## config.mk

```make
export PLATFORM = sky130hd
export DESIGN_NAME = rl_writer_flat
export DESIGN_NICKNAME = d
export VERILOG_FILES = /design/src/rtl/rl_writer_if.sv /design/src/rtl/rl_writer.sv /design/src/flat_wrapper.sv
export SDC_FILE = /design/constraint.sdc
export NUM_CORES = 1
export LEC_CHECK = 0
export CORE_MARGIN = 5
export CORE_UTILIZATION = 39
export CTS_BUF_LIST = sky130_fd_sc_hd__clkbuf_4 sky130_fd_sc_hd__clkbuf_8 sky130_fd_sc_hd__clkbuf_16
export CTS_CLUSTER_SIZE = 24
export DETAILED_ROUTE_END_ITERATION = 7
export GPL_TIMING_DRIVEN = 0
export PLACE_DENSITY = 0.68
export SETUP_SLACK_MARGIN = 0.05
export SLEW_MARGIN = 5
export SYNTH_ARGS = -nofsm -noshare
export SYNTH_HDL_FRONTEND = slang
export SYNTH_SLANG_ARGS = --single-unit
```

## constraint.sdc

```tcl
create_clock -name clk -period 2.6 [get_ports clk]
set_clock_uncertainty 0.05 [all_clocks]
set_input_delay 0.52 -clock clk [delete_from_list [all_inputs] [get_ports clk]]
set_output_delay 0.52 -clock clk [all_outputs]
set_load 0.005 [all_outputs]
```

## src/rtl/rl_writer_if.sv

```systemverilog
// Byte handshake plus tape-line outputs for rl_writer; the writer sits on the slave side.
interface rl_writer_if;
  logic [7:0] data_in;
  logic       data_valid;
  logic       data_ready;
  logic       abort;
  logic [2:0] rl_signal;
  logic       busy;
  logic       end_seen;

  modport master (
    output data_in,
    output data_valid,
    output abort,
    input  data_ready,
    input  rl_signal,
    input  busy,
    input  end_seen
  );

  modport slave (
    input  data_in,
    input  data_valid,
    input  abort,
    output data_ready,
    output rl_signal,
    output busy,
    output end_seen
  );
endinterface

```

## src/rtl/rl_writer.sv

```systemverilog
// Serialises bytes onto a strobed 2-bit tape line, MSB dibit first, each as a MARK/SPACE pair.
// Define RL_WRITER_PARITY_EN to append an even-parity dibit {0, ^byte} to every byte.
module rl_writer #(
  parameter int HOLD_CYCLES = 100000,
  parameter int GAP_CYCLES  = 100000
) (
  input logic        clk,
  input logic        rst_n,
  rl_writer_if.slave bus
);

  localparam int MAX_CYC = (HOLD_CYCLES > GAP_CYCLES) ? HOLD_CYCLES : GAP_CYCLES;
  localparam int CNT_W   = (MAX_CYC > 1) ? $clog2(MAX_CYC) : 1;
  localparam logic [CNT_W-1:0] HOLD_LOAD = CNT_W'(HOLD_CYCLES - 1);
  localparam logic [CNT_W-1:0] GAP_LOAD  = CNT_W'(GAP_CYCLES - 1);

`ifdef RL_WRITER_PARITY_EN
  localparam int IDX_W = 3;
  localparam logic [IDX_W-1:0] LAST_IDX = 3'd4;
`else
  localparam int IDX_W = 2;
  localparam logic [IDX_W-1:0] LAST_IDX = 2'd3;
`endif

  typedef enum logic [1:0] {
    S_IDLE  = 2'd0,
    S_MARK  = 2'd1,
    S_SPACE = 2'd2,
    S_END   = 2'd3
  } state_t;

  state_t           state_q, state_nxt;
  logic [CNT_W-1:0] cnt_q, cnt_nxt;
  logic [IDX_W-1:0] idx_q, idx_nxt;
  logic [7:0]       byte_q, byte_nxt;

  logic [2:0] rl_q, rl_nxt;
  logic       ready_q, ready_nxt;
  logic       busy_q, busy_nxt;
  logic       end_q, end_nxt;
  logic [7:0] shifted;
  logic [1:0] dibit_nxt;

  // State register; outputs are registered from the next-state values so they
  // change on the same edge as the state they describe.
  always_ff @(posedge clk) begin
    if (!rst_n) begin
      state_q <= S_IDLE;
      cnt_q   <= '0;
      idx_q   <= '0;
      byte_q  <= 8'h00;
      rl_q    <= 3'b000;
      ready_q <= 1'b1;
      busy_q  <= 1'b0;
      end_q   <= 1'b0;
    end else begin
      state_q <= state_nxt;
      cnt_q   <= cnt_nxt;
      idx_q   <= idx_nxt;
      byte_q  <= byte_nxt;
      rl_q    <= rl_nxt;
      ready_q <= ready_nxt;
      busy_q  <= busy_nxt;
      end_q   <= end_nxt;
    end
  end

  always_comb begin
    state_nxt = state_q;
    cnt_nxt   = cnt_q;
    idx_nxt   = idx_q;
    byte_nxt  = byte_q;
    if (bus.abort) begin
      state_nxt = S_IDLE;
      cnt_nxt   = '0;
      idx_nxt   = '0;
    end else begin
      case (state_q)
        S_IDLE: begin
          if (bus.data_valid) begin
            state_nxt = S_MARK;
            byte_nxt  = bus.data_in;
            idx_nxt   = '0;
            cnt_nxt   = HOLD_LOAD;
          end
        end
        S_MARK: begin
          if (cnt_q == '0) begin
            state_nxt = S_SPACE;
            cnt_nxt   = GAP_LOAD;
          end else begin
            cnt_nxt = cnt_q - 1'b1;
          end
        end
        S_SPACE: begin
          if (cnt_q != '0) begin
            cnt_nxt = cnt_q - 1'b1;
          end else if (idx_q == LAST_IDX) begin
            state_nxt = (byte_q == 8'hFF) ? S_END : S_IDLE;
            idx_nxt   = '0;
          end else begin
            state_nxt = S_MARK;
            idx_nxt   = idx_q + 1'b1;
            cnt_nxt   = HOLD_LOAD;
          end
        end
        default: begin
          state_nxt = S_END;
        end
      endcase
    end
  end

  // Dibit i sits in bits [7-2i:6-2i]; shifting left by 2i brings it to the top.
  always_comb begin
    shifted   = byte_nxt << {idx_nxt[1:0], 1'b0};
    dibit_nxt = shifted[7:6];
`ifdef RL_WRITER_PARITY_EN
    if (idx_nxt == LAST_IDX) begin
      dibit_nxt = {1'b0, ^byte_nxt};
    end
`endif
    rl_nxt    = (state_nxt == S_MARK) ? {1'b1, dibit_nxt} : 3'b000;
    ready_nxt = (state_nxt == S_IDLE);
    busy_nxt  = (state_nxt != S_IDLE);
    end_nxt   = (state_nxt == S_END);
  end

  assign bus.rl_signal  = rl_q;
  assign bus.data_ready = ready_q;
  assign bus.busy       = busy_q;
  assign bus.end_seen   = end_q;

endmodule

```

## src/flat_wrapper.sv

```systemverilog
// flat-port wrapper written by rule: the top's interface ports become plain ports
module rl_writer_flat 
#(
  parameter int HOLD_CYCLES = 100000,
  parameter int GAP_CYCLES  = 100000
)
  (clk, rst_n, bus_data_in, bus_data_valid, bus_abort, bus_data_ready, bus_rl_signal, bus_busy, bus_end_seen);
  rl_writer_if bus_i ();
  input logic clk;
  input logic rst_n;
  input wire logic [$bits(bus_i.data_in)-1:0] bus_data_in;
  input wire logic [$bits(bus_i.data_valid)-1:0] bus_data_valid;
  input wire logic [$bits(bus_i.abort)-1:0] bus_abort;
  output wire logic [$bits(bus_i.data_ready)-1:0] bus_data_ready;
  output wire logic [$bits(bus_i.rl_signal)-1:0] bus_rl_signal;
  output wire logic [$bits(bus_i.busy)-1:0] bus_busy;
  output wire logic [$bits(bus_i.end_seen)-1:0] bus_end_seen;
  assign bus_i.data_in = bus_data_in;
  assign bus_i.data_valid = bus_data_valid;
  assign bus_i.abort = bus_abort;
  assign bus_data_ready = bus_i.data_ready;
  assign bus_rl_signal = bus_i.rl_signal;
  assign bus_busy = bus_i.busy;
  assign bus_end_seen = bus_i.end_seen;
  rl_writer #(.HOLD_CYCLES(HOLD_CYCLES), .GAP_CYCLES(GAP_CYCLES)) u_core (.clk(clk), .rst_n(rst_n), .bus(bus_i));
endmodule
```

### Yosys cells after proc, flatten, opt, wreduce, memory -nomap -nowiden

Cells that the tools add are included.
Widths: inputs -> output; s select.

* multiplexer cells: 21
* shifts and indexed selects: 1
* reductions and logical operators: 9
* $add $sub $neg: 2
* equal/unequal tests: 8
* bitwise operators: 1

Operator list (number)
* $mux 17: 4
* $pmux 17 s3: 1
* $mux 8: 3
* $mux 2: 10
* $logic_not 17->1: 1
* $reduce_bool 17->1: 1
* $sub 17x1->17 const B: 1
* $eq 8x8->1 const B: 1
* $shl 8x3->8: 1
* $eq 2x2->1 const B: 3
* $pmux 2 s3: 1
* $eq 2x1->1 const B: 2
* $logic_not 2->1: 2
* $pmux 2 s2: 1
* $mux 3: 1
* $ne 3x2->1 const B: 1
* $reduce_and 3->1: 1
* $reduce_bool 3->1: 1
* $add 2x1->2 const B: 1
* $ne 2x2->1 const B: 1
* $reduce_and 2->1: 1
* $reduce_bool 2->1: 1
* $reduce_or 2->1: 1
* $not 1->1: 1

* register bits: 35

### Depth between registers and ports, before layout

Gate-level depths: netlist of run 1.

* depth after elaboration: 8
* depth in mapped cells: 10

### Least setup slack after synthesis of run 1

OpenSTA, ideal clock, no wires.

* kind: register to register
* start point: register u_core.cnt_q[0]
* end point: register u_core.cnt_q[5]
* library setup time: 130 ps
* setup slack: 460 ps
* required time: 2420 ps
* arrival: 1959 ps
* cell stages (with the launch flop): 10
* cells stage by stage: dfxtp_1 -> inv_1 -> ha_1 -> nor4b_1 -> and4_1 -> buf_6 -> a311o_1 -> or3_1 -> xor2_1 -> nor2_1

* word-level cells in the longest chain between the ends: 3

RTL lines
* start, declared: RTL line rl_writer.sv:33 `logic [CNT_W-1:0] cnt_q, cnt_nxt;`
* start signal, assigned: RTL line rl_writer.sv:58 `cnt_q <= cnt_nxt;`
* $sub 17x1->17 (tied with other cells): RTL line rl_writer.sv:92, rl_writer.sv:97
* $mux 17 (tied with other cells): RTL line rl_writer.sv:96 `if (cnt_q != '0) begin`
* $pmux 17 s3 / $reduce_and 3->1 (equally long branches)

Several ways; a longest one is shown, not always the timed one.
A chain may end at the register's enable or synchronous reset.

### Worst setup path in the final report of run 1

Ends and elaborated chain as after synthesis.

==> results.json, run 1 <==
{
  "buffer_depth_of_the_longest_clock_path": 2,
  "grt_antenna_before_repair": 0,
  "num_rows": 25,
  "timing_hold_violations_final": 0,
  "worstSetupEndpointType": "flop",
  "synth.net_count": 235,
  "tritoncts_clock_tree": "yes",
  "port-buffer-count": 17,
  "worstSetupStartpointType": "flop",
  "floorplan.initialDensity": 0.397,
  "numClockSinks": 35,
  "clock_tree.root_cell": "clkbuf_8",
  "drt_pass1_iterations": 4,
  "num-nets-final": 259,
  "netlist_instances": 215,
  "remaining_drc_errors": 0,
  "final-max-slew-violation-count": 0,
  "dp_hpwl_um": 2870,
  "fp.coreArea_um2": 4690,
  "report.final.setup_viol": 0,
  "worstSetupEndpoint": "u_core.cnt_q[5]$_SDFFE_PP0P_",
  "synth_edf_count": 0,
  "achievable-frequency_mhz": 417,
  "placedCellCount": 286,
  "max_slew_margin": 0.652,
  "tns_ns": 0,
  "critPathKind": "reg2reg",
  "worst_hold_slack_ns": 0.510,
  "synth.area.top_cells": "dfxtp_1 38%, ha_1 5.4%, o21ai_0 5.1%",
  "synth_area_per_cell_um2": 8.67,
  "horiz_die_dim_um": 79.1,
  "r2r_slack_ns": 0.20,
  "layout_area_overhead_pct": 18.7,
  "status": "complete, no violations",
  "p_total_mw": 1.25,
  "htree_num_levels": 2,
  "power.leakage_nw": 0.876,
  "synth-seq-cells": 35,
  "yosysSeqAreaShare": 0.376,
  "hp-class": "reg2reg",
  "ant_nets": 0,
  "r2r.worst_path.cells": 9,
  "total_track_usage": 0.135,
  "path_max_fanout": 10,
  "finalCritPeriodShare": 0.922,
  "cp-startpoint": "u_core.cnt_q[0]$_SDFFE_PP0P_",
  "worstSkewPairLatency_ns": 0.29,
  "synth_async_reset_ratio": 0,
  "routed_wire_length_per_instance_um": 13.6,
  "detail_route.vias_per_cell": 5.42,
  "die-height_um": 79.1,
  "cap_viol_max_count": 0,
  "layout_cells_sized_above_1": 0.117,
  "totalWireLength_um": 3980,
  "crit_arrival_ns": 2.51,
  "die_area_um2": 6260,
  "post_layout_nonfiller_instances": 294,
  "worst-endpoint-required_ns": 2.71,
  "detailedRoute.firstIterationViolations": 91,
  "synth.top_cell.area_share": 0.376,
  "post_synthesis_instance_area_um2": 1860,
  "vias_in_the_first_global_route": 1503,
  "detailroute.via_count": 1594,
  "antenna_cells_inserted": 0,
  "reg2reg_to": "u_core.cnt_q[5]$_SDFFE_PP0P_",
  "worstReg2RegStart": "u_core.cnt_q[0]$_SDFFE_PP0P_",
  "ys_types": 46,
  "grt_first_pass_wirelength_um": 6760,
  "grt_start_max_net_pins": 11,
  "cts-buffers-inserted": 5,
  "most_instantiated_flip_flop_cell_in_the_synthesis_netlist": "dfxtp_1",
  "netlist.top_cell.by_area": "dfxtp_1",
  "tightest_slew_ns": 0.519,
  "grt_setup_unrepaired": "no",
  "clk_pin_slew_ns": 0.08,
  "floorplan.io_pins": 18,
  "p_per_area_nw_per_um2": 565,
  "final.min_clock_period_ns": 2.40,
  "gr-total-overflow": 0,
  "globalplace.congestion": 0.777,
  "yosys_warnings": 0,
  "worst_ir_drop_vdd_mv": 0.326
}
-- final cells by class --
| cell class | instances | area [um^2] |
|---|---|---|
| well taps | 54 | 67.6 |
| inverters | 6 | 22.5 |
| clock buffers | 8 | 104 |
| plain buffers | 11 | 52.6 |
| fillers | 452 | 2480 |
| flip-flops and latches | 35 | 701 |
| multi-input cells | 163 | 1090 |
| repair buffers | 17 | 170 |
-- Yosys cell counts (all sizes together) (5+ instances only) --
| library cell | n |
|---|---|
| a21oi | 7 |
| a31oi | 7 |
| and2 | 5 |
| buf | 5 |
| clkbuf | 6 |
| dfxtp | 35 |
| ha | 8 |
| inv | 6 |
| mux2 | 6 |
| mux2i | 5 |
| nand2 | 14 |
| nor2 | 20 |
| nor2b | 7 |
| nor4 | 7 |
| o211ai | 5 |
| o21ai | 20 |
| xnor2 | 5 |
| xor2 | 7 |
-- flip-flops by register name, summed over array words and instances (netlist names) --
| name | cells |
|---|---|
| u_core.bus.rl_signal | 3 |
| u_core.byte_q | 8 |
| u_core.bus.busy | 1 |
| u_core.cnt_q | 17 |
| u_core.bus.data_ready | 1 |
| u_core.state_q | 2 |
| u_core.bus.end_seen | 1 |
| u_core.idx_q | 2 |
-- through the flow --
stage	cell area [um^2]	util	setup slack (ns)
detailed placement	2100	0.448	0.0459
CTS	2200	0.470	0.215
global route	2210	0.471	0.0522
global placement	2100	0.448	0.0751
floorplan	1860	-	0.460
finish	2210	0.471	0.202
-- worst min path at each step --
stage	from	end	slack (ns)	cells past startpoint
5_1_grt	u_core.byte_q[6]$_SDFF_PN0_	u_core.byte_q[6]$_SDFF_PN0_	0.54	2
3_5_place_dp	u_core.byte_q[2]$_SDFF_PN0_	u_core.byte_q[2]$_SDFF_PN0_	0.50	2
2_1_floorplan	u_core.byte_q[6]$_SDFF_PN0_	u_core.byte_q[6]$_SDFF_PN0_	0.45	2
4_1_cts	u_core.byte_q[2]$_SDFF_PN0_	u_core.byte_q[2]$_SDFF_PN0_	0.51	2
3_3_place_gp	u_core.byte_q[2]$_SDFF_PN0_	u_core.byte_q[2]$_SDFF_PN0_	0.48	2
6_report	u_core.byte_q[2]$_SDFF_PN0_	u_core.byte_q[2]$_SDFF_PN0_	0.51	2
-- per-layer routing --
metal | global-route usage | wire length (um)
met1 | 0.167 | 1860
met2 | 0.229 | 1950
met3 | 0.0397 | 135
met4 | 0.0378 | 39
met5 | 0 | 0
-- report_power, final --
part	internal (mW)	leakage [nW]	total, mW	switching (mW)
clock	0.252	0.0549	0.438	0.186
sequential	0.559	0.286	0.579	0.0206
combinational	0.112	0.536	0.232	0.120
total	0.923	0.876	1.25	0.327
-- critical path: stages (launching register included) --
cell and delay (ns):
dfxtp_1 0.37, inv_1 0.08, ha_1 0.20, nor4b_2 0.17, and4_1 0.22, buf_6 0.14, a311o_1 0.44, or3_1 0.40
xor2_1 0.15, nor2_1 0.05
-- what timing repair did --
item                       in CTS  in global routing
hold endpoints to repair        0                  0
resized for setup               0                  1
hold buffers                    0                  0
setup endpoints to repair       0                  2
buffers inserted                0                  0
-- cell families (layout without fill, tap and decap cells) --
kind of cell / after synthesis / count (layout) / share of synthesized area
muxes: 11 / 11 / 0.0631
xor gates and xnor gates: 12 / 12 / 0.0564
adders and majority gates: 8 / 8 / 0.0537
and+or+nand+nor: 80 / 80 / 0.236
buffers and inverters: 17 / 42 / 0.0403
AOI/OAI and AO/OA: 52 / 52 / 0.175
DFF: 35 / 35 / 0.376
-- layout by cell type, fill, tap and decap left out, types with 5 or more instances in the layout --
master / Yosys / routed
xor2_1: 7 / 7
ha_1: 8 / 8
clkbuf_1: 6 / 6
and2_1: 5 / 5
clkbuf_8: 0 / 7
nor2_1: 20 / 20
inv_1: 6 / 6
a31oi_1: 7 / 7
mux2i_1: 5 / 5
nand2_1: 14 / 14
clkdlybuf4s50_1: 0 / 17
nor2b_1: 7 / 7
mux2_2: 6 / 6
o21ai_0: 19 / 19
nor4_1: 6 / 6
dfxtp_1: 35 / 35
xnor2_1: 5 / 5
a21oi_1: 7 / 7
o211ai_1: 5 / 5
No activity file was read; power rests on OpenSTA's default activity.
==> run 2, diff against run 1 <==
- CORE_MARGIN: 5 -> 2
- CORE_UTILIZATION: 39 -> 45
- PLACE_DENSITY: 0.68 -> 0.75
==> run 2 against run 1 <==
Compared with the run above: cell count is 1.4% lower; final area shrank 0.23%; first-iteration DRC count down 33%.
==> results.json, run 2 (same netlist as run 1, synthesis figures left out) <==
{
  "status": "complete, no violations",
  "post_layout_nonfiller_instances": 290,
  "use_met3": 0.0543,
  "number_of_buffers_added_for_setup_after_cts": 0,
  "worst-endpoint-required_ns": 2.77,
  "tightest_slew_ns": 0.524,
  "worstSetupStartpointType": "flop",
  "grt_setup_unrepaired": "no",
  "clk_pin_slew_ns": 0.07,
  "globalplace.congestion": 0.849,
  "vias_in_the_first_global_route": 1521,
  "worst_ir_drop_vdd_mv": 0.318,
  "cts.hold.buffers_added": 0,
  "routed_wire_length_per_instance_um": 14.0,
  "grt_antenna_before_repair": 0,
  "crit_slowest_cell": "dfxtp_1",
  "cp-startpoint": "u_core.state_q[1]$_SDFF_PN0_",
  "share_of_power_burned_in_combinational_logic": 0.185,
  "die_area_um2": 4670,
  "post-route-worst-setup-slack_ns": 0.231,
  "layout_area_overhead_pct": 18.4,
  "timing.critical_path.cells": "inv_1 -> ha_1 -> or2_2 -> buf_1 -> a21o_1 -> a221oi_2 -> nand3_1 -> a21oi_1",
  "postLayoutCellArea_um2": 2210,
  "grt_start_max_net_pins": 11,
  "p_per_area_nw_per_um2": 570,
  "fp.coreArea_um2": 4000,
  "buffer_depth_of_the_longest_clock_path": 2,
  "gr-usage-met2": 0.328,
  "worstSetupEndpointType": "flop",
  "clock_power_share": 0.355,
  "pwr-share-seq": 0.460,
  "worstReg2RegStart": "u_core.state_q[1]$_SDFF_PN0_",
  "num_rows": 23,
  "reg2reg_to": "u_core.bus.rl_signal[0]$_SDFF_PN0_",
  "largest_register": "u_core.cnt_q",
  "worstHoldPathCells": 2,
  "detail_route.vias_per_cell": 5.54,
  "detailroute.via_count": 1606,
  "placed_cell_area_um2": 2100,
  "gr-total-overflow": 0,
  "ant_nets": 0,
  "sw_frac_of_total": 0.266,
  "report.final.setup_viol": 0,
  "final.min_clock_period_ns": 2.37,
  "floorplan.io_pins": 18,
  "mostFrequentLayoutCell": "dfxtp_1",
  "r2r.worst_path.cells": 8,
  "htree_num_levels": 2,
  "max_slew_margin": 0.649,
  "internal_power_mw": 0.923,
  "hp-class": "reg2reg",
  "antenna_cells_inserted": 0,
  "commonest_cells_after_routing_fill_and_taps_aside": "35 x dfxtp_1, 20 x nor2_1, 19 x o21ai_0",
  "achievable-frequency_mhz": 422,
  "largest_register_ff_count": 17,
  "r2r_slack_ns": 0.23,
  "tritoncts_clock_tree": "yes",
  "dp_hpwl_um": 2900,
  "port-buffer-count": 17,
  "cts-buffers-inserted": 5,
  "tns_ns": 0,
  "totalWireLength_um": 4060,
  "fillers": 376,
  "power.switching_mw": 0.335,
  "die-height_um": 68.3,
  "grt.met1_usage": 0.230,
  "num-nets-final": 259,
  "cap_viol_max_count": 0,
  "layout_cells_sized_above_1": 0.117,
  "p_total_mw": 1.26,
  "power.leakage_nw": 0.876,
  "timing_hold_violations_final": 0,
  "clock_tree.root_cell": "clkbuf_8",
  "grt_first_pass_wirelength_um": 6780,
  "worst_path_largest_cell_delay_ns": 0.43,
  "path_max_fanout": 10,
  "numClockSinks": 35,
  "worstSetupEndpoint": "u_core.bus.rl_signal[0]$_SDFF_PN0_",
  "total_track_usage": 0.197,
  "remaining_drc_errors": 0,
  "detailedRoute.firstIterationViolations": 61,
  "global_route.peak_usage_layer": "met2",
  "finalCritPeriodShare": 0.911,
  "critPathKind": "reg2reg",
  "worstSkewPairLatency_ns": 0.29,
  "placedCellCount": 282,
  "horiz_die_dim_um": 68.3,
  "final-max-slew-violation-count": 0,
  "drt_pass1_iterations": 4,
  "dp_slack_ns": 0.0381,
  "floorplan.initialDensity": 0.466,
  "crit_arrival_ns": 2.54
}
## run 2: routing by layer
layer / part of all wire / wire length (um) / up-vias
li1: - / - / 827
met1: 0.46 / 1860 / 723
met2: 0.48 / 1930 / 47
met3: 0.039 / 157 / 9
met4: 0.027 / 110 / 0
met5: 0 / 0 / -
## run 2: worst min path at each step
stage               slack [ns]                           from                       endpoint
floorplan                 0.45    u_core.byte_q[6]$_SDFF_PN0_    u_core.byte_q[6]$_SDFF_PN0_
global placement          0.47    u_core.byte_q[7]$_SDFF_PN0_    u_core.byte_q[7]$_SDFF_PN0_
detailed placement        0.48    u_core.byte_q[2]$_SDFF_PN0_    u_core.byte_q[2]$_SDFF_PN0_
CTS                       0.50    u_core.byte_q[2]$_SDFF_PN0_    u_core.byte_q[2]$_SDFF_PN0_
global route              0.56  u_core.cnt_q[11]$_SDFFE_PP0P_  u_core.cnt_q[11]$_SDFFE_PP0P_
finish                    0.49    u_core.byte_q[2]$_SDFF_PN0_    u_core.byte_q[2]$_SDFF_PN0_
## run 2: critical path, delay by kind of cell (launching register included)
family | cells | cell delay (ns)
AND/OR/NAND/NOR | 2 | 0.49
adder cells (fa/ha/maj) | 1 | 0.22
buffers and inverters | 2 | 0.32
flip-flops | 1 | 0.43
AO/OA/AOI/OAI | 3 | 0.77
## run 2: repair_timing
action                                 in CTS  in global routing
endpoints found under the hold margin       0                  0
setup endpoints to repair                   0                  2
gates resized for setup                     0                  1
## run 2: cell type report
cell class              instances  area, um^2  share of cell area
clock buffers                   8         104              0.0471
flip-flops and latches         35         701               0.318
inverters                       6        22.5              0.0102
plain buffers                  11        52.6              0.0238
repair buffers                 17         170              0.0771
multi-input cells             163        1090               0.496
well taps                      50        62.6              0.0284
## run 2: metrics by stage
| step | hold WS (ns) | utilization |
|---|---|---|
| floorplan | 0.450 | - |
| global placement | 0.471 | 0.524 |
| detailed placement | 0.481 | 0.524 |
| CTS | 0.498 | 0.550 |
| global route | 0.563 | 0.551 |
| finish | 0.491 | 0.551 |
## run 2: power by group through the flow
stage	registers, mW	clock network [mW]	logic, mW
2_1_floorplan	0.586	0	0.168
3_3_place_gp	0.590	0	0.227
3_5_place_dp	0.590	0	0.230
4_1_cts	0.578	0.462	0.232
5_1_grt	0.582	0.484	0.258
6_report	0.579	0.446	0.232
==> run 3, diff against run 2 <==
- CTS_CLUSTER_SIZE: 24 -> 40
- MAX_ROUTING_LAYER: default -> met4
==> run 3 against run 2 <==
Compared with the run above: combinational power is essentially flat; final area is the same; worst hold slack hardly changed; critical path depth is the same; register-to-register slack barely moved; critical path type unchanged; largest cell class unchanged; largest power group unchanged; highest routed layer unchanged.
==> results.json, run 3 (same netlist as run 1, synthesis figures left out) <==
{
  "vias_in_the_first_global_route": 1521,
  "num-nets-final": 259,
  "postLayoutCellArea_um2": 2210,
  "port-buffer-count": 17,
  "kind_of_cell_adding_the_most_delay_to_the_critical_path": "compound AO/OA/AOI/OAI gates",
  "tightest_slew_ns": 0.524,
  "timing_hold_violations_final": 0,
  "timing.critical_path.buf_inv": 2,
  "total_track_usage": 0.203,
  "die-height_um": 68.3,
  "antenna_cells_inserted": 0,
  "p_total_mw": 1.26,
  "drt_pass1_iterations": 4,
  "status": "complete, no violations",
  "floorplan.initialDensity": 0.466,
  "routed_wire_length_per_instance_um": 14.0,
  "max_slew_margin": 0.649,
  "critPathKind": "reg2reg",
  "worst_ir_drop_vdd_mv": 0.318,
  "tritoncts_clock_tree": "yes",
  "finalCritPeriodShare": 0.911,
  "path_max_fanout": 10,
  "worstSetupEndpointType": "flop",
  "htree_num_levels": 2,
  "achievable-frequency_mhz": 422,
  "gr-total-overflow": 0,
  "commonest_cells_after_routing_fill_and_taps_aside": "35 x dfxtp_1, 20 x nor2_1, 19 x o21ai_0",
  "final-max-slew-violation-count": 0,
  "crit_arrival_ns": 2.54,
  "floorplan.io_pins": 18,
  "grt_antenna_before_repair": 0,
  "worst-endpoint-required_ns": 2.77,
  "worst_path_largest_cell_delay_ns": 0.43,
  "post_layout_nonfiller_instances": 290,
  "cap_viol_max_count": 0,
  "r2r_slack_ns": 0.23,
  "mostFrequentLayoutCell": "dfxtp_1",
  "cts.hold.buffers_added": 0,
  "numClockSinks": 35,
  "detailedRoute.firstIterationViolations": 66,
  "final.min_clock_period_ns": 2.37,
  "dp_slack_ns": 0.0381,
  "largest_register_ff_count": 17,
  "worstSkewPairLatency_ns": 0.29,
  "layout_cells_sized_above_1": 0.117,
  "remaining_drc_errors": 0,
  "detail_route.vias_per_cell": 5.54,
  "hp-class": "reg2reg",
  "post-route-worst-setup-slack_ns": 0.231,
  "placed_cell_area_um2": 2100,
  "horiz_die_dim_um": 68.3,
  "clk_pin_slew_ns": 0.07,
  "cts-buffers-inserted": 5,
  "die_area_um2": 4670,
  "totalWireLength_um": 4060,
  "layout_area_overhead_pct": 18.4,
  "largest_register": "u_core.cnt_q",
  "p_per_area_nw_per_um2": 570,
  "clock_tree.root_cell": "clkbuf_8",
  "fillers": 376,
  "grt_first_pass_wirelength_um": 6770,
  "grt_setup_unrepaired": "no",
  "report.final.setup_viol": 0,
  "dp_hpwl_um": 2900,
  "timing.critical_path.cells": "inv_1 -> ha_1 -> or2_2 -> buf_1 -> a21o_1 -> a221oi_2 -> nand3_1 -> a21oi_1",
  "crit_slowest_cell": "dfxtp_1",
  "fin_util": 0.551,
  "num_rows": 23,
  "worstSetupStartpointType": "flop",
  "globalplace.congestion": 0.862,
  "placedCellCount": 282,
  "worst_hold_slack_ns": 0.491,
  "power.leakage_nw": 0.876,
  "tns_ns": 0,
  "grt_start_max_net_pins": 11,
  "buffer_depth_of_the_longest_clock_path": 2,
  "fp.coreArea_um2": 4000,
  "detailroute.via_count": 1608,
  "ant_nets": 0
}
## run 3: layout make-up
type	count	area [um^2]	share of cell area
multi-input cells	163	1090	0.496
flip-flops and latches	35	701	0.318
repair buffers	17	170	0.0771
clock buffers	8	104	0.0471
well taps	50	62.6	0.0284
plain buffers	11	52.6	0.0238
inverters	6	22.5	0.0102
## run 3: worst reg2reg max path, stage by stage (launching register included)
cell	delay (ns)
dfxtp_1	0.43
inv_1	0.10
ha_1	0.22
or2_2	0.27
buf_1	0.22
a21o_1	0.25
a221oi_2	0.34
nand3_1	0.22
a21oi_1	0.18
## run 3: layer usage
layer  track usage  wire (um)
met1         0.230       1860
met4         0.103        110
met5             -          0
met3        0.0543        161
met2         0.328       1930
## run 3: worst paths after layout
kind	startpoint	endpoint	depth (start not counted)
max	u_core.state_q[1]$_SDFF_PN0_	u_core.bus.rl_signal[0]$_SDFF_PN0_	8
min	u_core.byte_q[2]$_SDFF_PN0_	u_core.byte_q[2]$_SDFF_PN0_	2
max reg2reg	u_core.state_q[1]$_SDFF_PN0_	u_core.bus.rl_signal[0]$_SDFF_PN0_	8
min reg2reg	u_core.byte_q[2]$_SDFF_PN0_	u_core.byte_q[2]$_SDFF_PN0_	2
## run 3: power by group
group	leakage [nW]	switching, mW	total (mW)	internal, mW
Clock	0.0549	0.194	0.446	0.252
Combinational	0.536	0.120	0.232	0.112
Sequential	0.286	0.0204	0.579	0.559
## run 3: repair_timing
action / CTS / global route
buffers inserted: 0 / 0
setup endpoints to repair: 0 / 2
hold endpoints to repair: 0 / 0
resized for setup: 0 / 1
